`src/rtl/axil_master.sv`:
```
// axil_master: single-outstanding AXI-Lite initiator driven by a simple cmd/rsp interface.
// Define AXIL_MASTER_STATS_EN to add response counters (stat_wr_count, stat_rd_count, stat_err_count).
module axil_master #(
  parameter int DATA_WIDTH = 32,
  parameter int ADDR_WIDTH = 5,
  localparam int STRB_WIDTH = DATA_WIDTH / 8
) (
  input  logic                  clk,
  input  logic                  rst,

  input  logic                  cmd_valid,
  output logic                  cmd_ready,
  input  logic                  cmd_write,
  input  logic [ADDR_WIDTH-1:0] cmd_addr,
  input  logic [DATA_WIDTH-1:0] cmd_wdata,
  input  logic [STRB_WIDTH-1:0] cmd_wstrb,

  output logic                  rsp_valid,
  input  logic                  rsp_ready,
  output logic                  rsp_write,
  output logic [DATA_WIDTH-1:0] rsp_rdata,
  output logic [1:0]            rsp_resp,

  output logic [ADDR_WIDTH-1:0] m_axil_awaddr,
  output logic [2:0]            m_axil_awprot,
  output logic                  m_axil_awvalid,
  input  logic                  m_axil_awready,
  output logic [DATA_WIDTH-1:0] m_axil_wdata,
  output logic [STRB_WIDTH-1:0] m_axil_wstrb,
  output logic                  m_axil_wvalid,
  input  logic                  m_axil_wready,
  input  logic [1:0]            m_axil_bresp,
  input  logic                  m_axil_bvalid,
  output logic                  m_axil_bready,
  output logic [ADDR_WIDTH-1:0] m_axil_araddr,
  output logic [2:0]            m_axil_arprot,
  output logic                  m_axil_arvalid,
  input  logic                  m_axil_arready,
  input  logic [DATA_WIDTH-1:0] m_axil_rdata,
  input  logic [1:0]            m_axil_rresp,
  input  logic                  m_axil_rvalid,
  output logic                  m_axil_rready
`ifdef AXIL_MASTER_STATS_EN
  ,
  output logic [31:0]           stat_wr_count,
  output logic [31:0]           stat_rd_count,
  output logic [15:0]           stat_err_count
`endif
);

  typedef enum logic [2:0] {
    ST_IDLE = 3'd0,
    ST_WR   = 3'd1,
    ST_WR_B = 3'd2,
    ST_RD_A = 3'd3,
    ST_RD_R = 3'd4,
    ST_RSP  = 3'd5
  } state_t;

  state_t state_r;

  assign m_axil_awprot = 3'b000;
  assign m_axil_arprot = 3'b000;

  // Transaction sequencer; every handshake output is a register updated here.
  always_ff @(posedge clk or negedge rst) begin
    if (!rst) begin
      state_r        <= ST_IDLE;
      cmd_ready      <= 1'b1;
      rsp_valid      <= 1'b0;
      rsp_write      <= 1'b0;
      rsp_rdata      <= {DATA_WIDTH{1'b0}};
      rsp_resp       <= 2'b00;
      m_axil_awaddr  <= {ADDR_WIDTH{1'b0}};
      m_axil_awvalid <= 1'b0;
      m_axil_wdata   <= {DATA_WIDTH{1'b0}};
      m_axil_wstrb   <= {STRB_WIDTH{1'b0}};
      m_axil_wvalid  <= 1'b0;
      m_axil_bready  <= 1'b0;
      m_axil_araddr  <= {ADDR_WIDTH{1'b0}};
      m_axil_arvalid <= 1'b0;
      m_axil_rready  <= 1'b0;
    end else begin
      case (state_r)
        ST_IDLE: begin
          if (cmd_valid && cmd_ready) begin
            cmd_ready <= 1'b0;
            if (cmd_write) begin
              m_axil_awaddr  <= cmd_addr;
              m_axil_wdata   <= cmd_wdata;
              m_axil_wstrb   <= cmd_wstrb;
              m_axil_awvalid <= 1'b1;
              m_axil_wvalid  <= 1'b1;
              state_r        <= ST_WR;
            end else begin
              m_axil_araddr  <= cmd_addr;
              m_axil_arvalid <= 1'b1;
              state_r        <= ST_RD_A;
            end
          end
        end
        ST_WR: begin
          // AW and W retire independently; leave once neither is still pending.
          if (m_axil_awready) begin
            m_axil_awvalid <= 1'b0;
          end
          if (m_axil_wready) begin
            m_axil_wvalid <= 1'b0;
          end
          if ((!m_axil_awvalid || m_axil_awready) && (!m_axil_wvalid || m_axil_wready)) begin
            m_axil_bready <= 1'b1;
            state_r       <= ST_WR_B;
          end
        end
        ST_WR_B: begin
          if (m_axil_bvalid) begin
            m_axil_bready <= 1'b0;
            rsp_resp      <= m_axil_bresp;
            rsp_rdata     <= {DATA_WIDTH{1'b0}};
            rsp_write     <= 1'b1;
            rsp_valid     <= 1'b1;
            state_r       <= ST_RSP;
          end
        end
        ST_RD_A: begin
          if (m_axil_arready) begin
            m_axil_arvalid <= 1'b0;
            m_axil_rready  <= 1'b1;
            state_r        <= ST_RD_R;
          end
        end
        ST_RD_R: begin
          if (m_axil_rvalid) begin
            m_axil_rready <= 1'b0;
            rsp_rdata     <= m_axil_rdata;
            rsp_resp      <= m_axil_rresp;
            rsp_write     <= 1'b0;
            rsp_valid     <= 1'b1;
            state_r       <= ST_RSP;
          end
        end
        ST_RSP: begin
          if (rsp_ready) begin
            rsp_valid <= 1'b0;
            cmd_ready <= 1'b1;
            state_r   <= ST_IDLE;
          end
        end
        default: begin
          state_r        <= ST_IDLE;
          cmd_ready      <= 1'b1;
          rsp_valid      <= 1'b0;
          m_axil_awvalid <= 1'b0;
          m_axil_wvalid  <= 1'b0;
          m_axil_bready  <= 1'b0;
          m_axil_arvalid <= 1'b0;
          m_axil_rready  <= 1'b0;
        end
      endcase
    end
  end

`ifdef AXIL_MASTER_STATS_EN
  // Completed-response counters, bumped on the response handshake.
  always_ff @(posedge clk or negedge rst) begin
    if (!rst) begin
      stat_wr_count  <= 32'd0;
      stat_rd_count  <= 32'd0;
      stat_err_count <= 16'd0;
    end else if (rsp_valid && rsp_ready) begin
      if (rsp_write) begin
        stat_wr_count <= stat_wr_count + 32'd1;
      end else begin
        stat_rd_count <= stat_rd_count + 32'd1;
      end
      if (rsp_resp != 2'b00) begin
        stat_err_count <= stat_err_count + 16'd1;
      end
    end
  end
`endif

endmodule

```
`config.mk`:
```
export PLATFORM = sky130hd
export DESIGN_NAME = axil_master
export DESIGN_NICKNAME = d
export VERILOG_FILES = /design/src/rtl/axil_master.sv
export SDC_FILE = /design/constraint.sdc
export NUM_CORES = 1
export LEC_CHECK = 0
export CORE_UTILIZATION = 28
export CTS_BUF_LIST = sky130_fd_sc_hd__clkbuf_4
export DETAILED_ROUTE_END_ITERATION = 8
export SLEW_MARGIN = 30
export SYNTH_ARGS = -nofsm -noshare
export SYNTH_HDL_FRONTEND = slang
export SYNTH_SLANG_ARGS = --single-unit
```
`constraint.sdc`:
```
create_clock -name clk -period 5.2 [get_ports clk]
set_input_delay 1.3 -clock clk [delete_from_list [all_inputs] [get_ports clk]]
set_output_delay 1.3 -clock clk [all_outputs]
set_load 0.03 [all_outputs]
```
# Yosys cells after proc, flatten, opt, wreduce, memory -nomap -nowiden
# Cells that the tools add are included.
[totals] ff_bits=91 inputBits=87 output_inout_bits=94 elab_cells=100
[classes] n_eq_ne=15 mux=38 bitwise=7 n_reduce_logical=25
[op_table] op="32-bit 2-to-1 mux" n=2
[op_table] op="32-bit one-hot mux with 2 select lines" n=1
[op_table] op="2-bit != test, second input constant" n=10
[op_table] op="4-bit OR reduction" n=5
[op_table] op="3-bit 2-to-1 mux" n=6
[op_table] op="1-bit one-hot mux with 3 select lines" n=6
[op_table] op="3-bit one-hot mux with 6 select lines" n=1
[op_table] op="3-bit AND reduction" n=6
[op_table] op="1-bit 2-to-1 mux" n=16
[op_table] op="4-bit AND reduction" n=4
[op_table] op="1-bit inverter" n=7
[op_table] op="3-bit by 2-bit equality test with 1-bit output, second input constant" n=2
[op_table] op="3-bit equality test, second input constant" n=2
[op_table] op="2-bit 2-to-1 mux" n=3
[op_table] op="6-bit AND reduction" n=1
[op_table] op="1-bit one-hot mux with 4 select lines" n=1
[op_table] op="2-bit one-hot mux with 2 select lines" n=1
[op_table] op="3-bit by 1-bit equality test with 1-bit output, second input constant" n=1
[op_table] op="3-bit logical NOT" n=1
[op_table] op="3-bit OR reduction" n=1
[op_table] op="1-bit logical AND" n=2
[op_table] op="1-bit logical NOT" n=2
[op_table] op="1-bit logical OR" n=2
[op_table] op="1-bit one-hot mux with 2 select lines" n=1
[op_table] op="2-bit nonzero test" n=1

# Longest topological paths before layout
# Gate-level depths: netlist (run 1).
[depth] ltp_word=5 ltp_mapped=6 depth_no_buf=4

# Worst setup path after synthesis (run 1)
# Ideal clock, no wire load.
[synth_path] path_kind="input port to flip-flop" start="input cmd_valid" end="register m_axil_araddr[0]" setup_time_ns=0.125 t_arrival_ns=2.307 required_ns=5.075 setup_slack_ns=2.767 path_stages=4 path_cell_list="nand2_2 > or4b_1 > buf_6 > mux2_4"
[synth_via] elab_chain_cells=2
[synth_rtl] element="start: declaration" line_no="11" rtl="input logic cmd_valid,"
[synth_rtl] element="1-bit logical AND" line_no="86" rtl="if (cmd_valid && cmd_ready) begin"
[synth_rtl] element="3-bit AND reduction (no source line)"
[synth_rtl] element="end signal: assignment" line_no="80" rtl="m_axil_araddr <= {ADDR_WIDTH{1'b0}};"
[synth_rtl] element="end signal: assignment" line_no="96" rtl="m_axil_araddr <= cmd_addr;"
[synth_rtl] element="end: declaration" line_no="35" rtl="output logic [ADDR_WIDTH-1:0] m_axil_araddr,"
# Every way passes these cells.
# A chain may end at the register's enable or synchronous reset.

# Final worst setup path (run 1)
[layout_path] start="register cmd_ready" end="output cmd_ready"
[layout_lines] element="start: declaration" line_no="12" rtl="output logic cmd_ready,"
[layout_lines] element="start signal: assignment" line_no="69" rtl="cmd_ready <= 1'b1;"
[layout_lines] element="start signal: assignment" line_no="87" rtl="cmd_ready <= 1'b0;"
[layout_lines] element="start signal: assignment" line_no="145" rtl="cmd_ready <= 1'b1;"
# No word-level cell between the ends.

==> results.md, run 1 <==
* Outcome: finished clean
* CTS tree: yes
* Crit path cell chain: clkdlybuf4s50_1
* IO Count at ~180
* Cts bufs inserted at 9
* Hold Vio Cnt, Final at 0
* Routed WL at 8895 um
* Post-layout nets at roughly 520
* Fraction of layout instances using a drive strength above 1 at around 16%
* Most frequent cells in the layout: 173 x clkdlybuf4s50_1, 90 x dfrtp_1, 42 x mux2_2, 32 x a22o_1, 12 x nand2_1
* Fin Clk Skew at between 15 and 20 ps
* Actual slew at the worst max-slew pin at roughly 640 ps
* Drt initial violations at between 100 and 150
* Clock transition at the registers of the reported paths at approximately 150 ps
* Most common cell after layout, fill and taps aside: clkdlybuf4s50_1
* Vias at 2684
* Min cycle time layout at ~3000 ps
* H-tree levels at 3
* Yosys top cell area share at 61.90%
* First-pass GRT wire length at between 10000 and 15000 um
* Power per cell area at approximately 620 mW/mm2
* RSZ-0062 raised after global routing: false
* Clock tree sinks at 91
* Synth cell types at 37
* Setup violators final at 0
* Routed WL per cell at 14.53 um
* Post-cts sizing count at 0
* Largest net degree at the start of global routing at 47
* Post-synth ARST share at 100.0%
* Kind of critical path: reg2out
* Post-route DRC violation count at 0
* Clock share of power at between 10% and 20%
* Setup Buffers After CTS at 0
* CP bufs+invs at 1
* Sw frac at between 40% and 50%
* Final Wtd Congestion at roughly 0.75
* Final Slew Violations at 0
* Crit. End Element: output pin
* Logic pwr share at a little over half
* GRT overflow at 0
* Initial antenna violation count at 0
* Synth top area cells: dfrtp_1 62%, mux2_2 13%, a22o_1 7.7%
* HP Class: reg2reg
* YS warnings at 0
* Crit path required time at between 3000 and 4000 ps
* Critical Path AT at about 1700 ps
* Clock latency on the worst-skew pair at roughly 440 ps
* Post-Syn Area per Cell at about 14 um2
* Total die area at between 0.01 and 0.015 mm2
* N_diodes at 0
* Initial Util at between 20% and 30%
* Sequential power share at between 30% and 40%
* Slowest cell delay on critical path at 670 ps
* Achievable Freq at ~330 MHz
* Sw Pwr at 1456 uW
* Chip Height at between 100 and 150 um
* Sequential area share after synthesis at a little over three fifths
* Static leakage at 0.002454 uW
* Critical path peak fanout at 5
* Placed wire-length estimate at between 6000 and 7000 um
* Clk buf depth at 2
* Vias in the first global route at about 2700
* Multi-input gate area at 0.001245 mm2
* Core Box Area at ~0.013 mm2
* CTS Hold Buffers Added at 0
* Antenna viol nets, final at 0
* Worst rel slew slack at ~57%
* Post-synth EDFFs at 0
* Slowest cell on crit path: clkdlybuf4s50_1
* FP Rows at 41
* Router iterations before antenna repair at 4
* Tot GR Track Use at between 10% and 20%
* Peak VDD IR at roughly 0.26 mV
* Startpoint types: register
* Die Wd at 116.0 um
* Root Buffer: clkbuf_4
* Area grow syn2layout at 55.64%
* Internal at roughly 2000 uW
* Setup TNS at 0 ps
* Non-Filler Instances at 612
* Placed Cells at just under 600
* Tcrit/Tclk final at approximately 58%
* #FFs+latches synth at 91
* Storage cell area at approximately 0.0023 mm2
* Port buffer count at around 170
* Critical path's top delay family: buffers and inverters
* Synth Flop Type: dfrtp_1
* Fill count at between 1000 and 1500
* Largest area contributor in the netlist: dfrtp_1
* Cell count after synthesis at 264
* Max Cap Viol at 0
* Vias per std cell at ~4.4
* Post-Syn Area at 0.003638 mm2
## cell families after synthesis
kind of cell    count (synthesis)  synth area share (%)
flops                          91                 62.62
mux                            49                 15.61
other cells                     1                0.1031
buf+inv                        28                 4.057
compound gates                 60                 12.45
simple gates                   35                 5.158
## worst paths after layout
check	startpoint	endpoint	slack [ps]	depth (start not counted)
worst min register to register	m_axil_rready	m_axil_rready	520	1
min in group asynchronous	rst	rsp_rdata[19]	830	1
worst min-delay path	m_axil_rready	m_axil_rready	520	1
max in group asynchronous	rst	rsp_resp[0]	3340	2
worst max-delay path	cmd_ready	cmd_ready	2200	1
worst max register to register	state_r[0]	m_axil_araddr[4]	3080	3
## flip-flops by register name, summed over array words and instances, names as in the netlist
signal,flops
cmd_ready,1
m_axil_awvalid,1
m_axil_wvalid,1
state_r,3
rsp_write,1
m_axil_awaddr,5
m_axil_araddr,5
rsp_resp,2
m_axil_wstrb,4
m_axil_rready,1
rsp_valid,1
m_axil_bready,1
rsp_rdata,32
m_axil_arvalid,1
m_axil_wdata,32
## area by class of cell
cell class,count,share of cell area (%)
Clock buffer,9,1.193
Inverter,6,0.3977
Timing Repair Buffer,177,31.18
Multi-Input combinational cell,150,21.98
Sequential cell,91,40.23
Clock inverter,7,1.215
Tap cell,172,3.800
## cell usage after synthesis, types with 2 or more instances
cell type / instances
dfrtp_1: 90
mux2_2: 42
a22o_1: 32
nand2_1: 13
buf_2: 10
o21ai_0: 9
a21oi_1: 7
buf_4: 6
inv_1: 6
nor2_1: 6
mux2_4: 5
nor2b_1: 5
clkbuf_1: 4
o22ai_1: 3
and3b_1: 2
mux2i_1: 2
nor3_1: 2
## routing by layer
metal	part of all wire (%)	global-route usage [%]	up-vias
met5	0	0	-
met4	0.98	4.872	0
met3	8.4	4.446	7
met2	47	20.63	116
met1	44	17.05	1285
li1	-	-	1276
## power by group through the flow
stage                     sequential [uW]  combinational (uW)  clock, uW
after floorplan                      1830                 481          0
after global placement               1260                1860          0
after detailed placement             1260                1890          0
after CTS                            1250                1880        402
after global routing                 1290                1970        429
final                                1250                1870        380
## through the flow
stage          setup slack (ps)  area [um2]  hold slack [ps]  util [%]  total power, uW
3_3_place_gp               1814        5510            485.6     43.66             3117
3_5_place_dp               1761        5522            490.5     43.75             3142
2_1_floorplan              2767        3657            563.4         -             2309
6_report                   2197        5663            518.8     44.87             3495
5_1_grt                    2120        5663            529.3     44.87             3687
4_1_cts                    2148        5658            523.4     44.83             3536
Power figures use the tool's default switching activity.
==> run 2: changes to the inputs <==
- clock period: 5.2 -> 2.52 ns (I/O delays scaled with it)
==> run 2 against run 1 <==
Against the previous run:
- clock power rose by 130%
- sequential power rose by 100%
- largest power group unchanged
- total power rose by 110%
- wire length rose by 0.93%
- critical path type unchanged
- critical endpoint unchanged
==> results.md, run 2 (synthesis results as in run 1) <==
* Fin Clk Skew at 12.69 ps (-6.129 ps)
* Initial antenna violation count at 0 (unchanged)
* Max Cap Viol at 0 (unchanged)
* First-pass GRT wire length at 13650 um (+0.26%)
* Tcrit/Tclk final at between 90 and 100%
* Tot GR Track Use at 13.53% (+0.30 points)
* Root Buffer: clkbuf_4
* Achievable Freq at between 400 and 500 MHz
* Routed WL at 8978 um (+0.93%)
* N_diodes at 0 (unchanged)
* Largest net degree at the start of global routing at 49 (+4.3%)
* Most frequent cells in the layout: 173 x clkdlybuf4s50_1, 90 x dfrtp_1, 42 x mux2_2, 32 x a22o_1, 12 x nand2_1
* Hold Vio Cnt, Final at 0 (unchanged)
* Biggest regs: m_axil_wdata: 32 flops, rsp_rdata: 32 flops
* Clk buf depth at 2 (unchanged)
* Initial Util at 28.83% (unchanged)
* Setup violators final at 0 (unchanged)
* Power per cell area at 1283 mW/mm2 (+110%)
* Worst rel slew slack at 61.84% (+4.4 points)
* Internal at 4360 uW (+110%)
* Clock transition at the registers of the reported paths at 130 ps (-20 ps)
* Logic pwr share at 53.9% (+0.4 points)
* Static leakage at 0.002496 uW (+1.7%)
* GR Layer Usage met2 at 21.07% (+0.44 points)
* Min cycle time layout at roughly 2300 ps
* Fraction of layout instances using a drive strength above 1 at 16.78% (+0.42 points)
* Vias at 2727 (+1.6%)
* Crit. End Element: output pin
* Total die area at 0.01345 mm2 (unchanged)
* GRT overflow at 0 (unchanged)
* Worst setup margin at 182.0 ps (-2015 ps)
* HP Class: in2async
* Cts bufs inserted at 9 (unchanged)
* Clock latency on the worst-skew pair at 450 ps (about the same)
* Vias in the first global route at 2715 (+0.89%)
* Port buffer count at 174 (unchanged)
* Placed Cells at 599 (+0.50%)
* Startpoint types: register
* Peak VDD IR at 0.5866 mV (+120%)
* Post-route DRC violation count at 0 (unchanged)
* Final Wtd Congestion at 0.7828 (+3.7%)
* Outcome: finished clean
* Placed wire-length estimate at 6477 um (+0.27%)
* Sw Pwr at 2987 uW (+110%)
* Post-layout nets at 525 (+0.57%)
* Actual slew at the worst max-slew pin at 572.4 ps (-66.63 ps)
* Vias per std cell at 4.449 (+1.4%)
* Met3 GRT Util at 4.498% (+0.052 points)
* Post-Place Setup Slack at 116.6 ps (-1644 ps)
* Most common cell after layout, fill and taps aside: clkdlybuf4s50_1
* GR peak layer: met2
* Antenna viol nets, final at 0 (unchanged)
* Final Slew Violations at 0 (unchanged)
* Routed WL per cell at 14.65 um (+0.77%)
* Non-Filler Instances at 613 (+0.16%)
* Critical path's top delay family: buffers and inverters
* FP Rows at 41 (unchanged)
* Crit path required time at 1890 ps (-2010 ps)
* Sw frac at 40.66% (-1.0 points)
* Post-cts sizing count at 0 (unchanged)
* Clock tree sinks at 91 (unchanged)
* Critical path peak fanout at 5 (unchanged)
* IO Count at 181 (unchanged)
* Slowest cell on crit path: clkdlybuf4s50_1
* CTS tree: yes
* CTS Hold Buffers Added at 0 (unchanged)
* Router iterations before antenna repair at 4 (unchanged)
* RSZ-0062 raised after global routing: false
* Setup TNS at 0 ps (unchanged)
* CP bufs+invs at 1 (unchanged)
* Sequential power share at 34.0% (-1.7 points)
* Core Box Area at 0.01262 mm2 (unchanged)
* Critical Path AT at 1710 ps (about the same)
* Drt initial violations at 111 (-24%)
* Slowest cell delay on critical path at 670 ps (about the same)
* Crit path cell chain: clkdlybuf4s50_1
* Area grow syn2layout at 57.36%
* Setup Buffers After CTS at 0 (unchanged)
* H-tree levels at 3 (unchanged)
* Met1 usage at 16.84% (-0.22 points)
* Kind of critical path: reg2out
* Die Wd at 116.0 um (unchanged)
* Clock share of power at 12.1% (+1.2 points)
* Chip Height at 116.0 um (unchanged)
[run 2: changes by cell type in the layout (fill, tap and decap cells not counted)]
cell | previous run | this run
clkinvlp_4 | 4 | 0
buf_12 | 0 | 3
clkbuf_4 | 9 | 11
buf_4 | 3 | 4
buf_6 | 1 | 0
bufinv_16 | 1 | 2
clkinv_1 | 1 | 0
nand2_2 | 1 | 2
nand2_4 | 1 | 0
[run 2: layout make-up]
class                      count  area (um2)
tap                          172       215.2
inverter                       6       22.52
clock buffer                  11       82.58
clock inverter                 3       65.06
fill                        1213        6894
sequential                    91        2278
multi-input combinational    150        1240
timing repair buffer         180        1822
[run 2: final timing paths]
check | cells past startpoint | slack, ps | to | start
min reg2reg | 2 | 500 | rsp_resp[1] | rsp_resp[1]
min in group clk | 2 | 500 | rsp_resp[1] | rsp_resp[1]
max | 1 | 180 | cmd_ready | cmd_ready
min | 1 | 160 | rsp_rdata[19] | rst
max reg2reg | 3 | 580 | m_axil_araddr[0] | state_r[1]
max in group asynchronous | 2 | 1650 | cmd_ready | rst
[run 2: power by group through the flow]
stage	combinational, uW	clock (uW)	sequential, uW
3_5_place_dp	4010	0	2530
3_3_place_gp	3960	0	2530
6_report	3960	887	2500
2_1_floorplan	993	0	3770
5_1_grt	4180	1000	2590
4_1_cts	4000	926	2510
[run 2: per-layer routing]
metal  share of wire (%)  vias to the layer above  wire length, um
met2                  47                      120             4258
met1                  42                     1310             3797
li1                    -                     1286                -
met4                 1.8                        0              158
met5                   0                        -                0
met3                 8.5                       11              763
[run 2: stage by stage]
stage               cell area [um2]  hold slack, ps  utilization (%)  total power, uW
finish                         5725           157.6            45.37             7347
global route                   5725           162.8            45.37             7771
CTS                            5725           143.1            45.37             7440
detailed placement             5578           484.0            44.20             6531
floorplan                      3657           334.4                -             4765
global placement               5578           474.1            44.20             6486
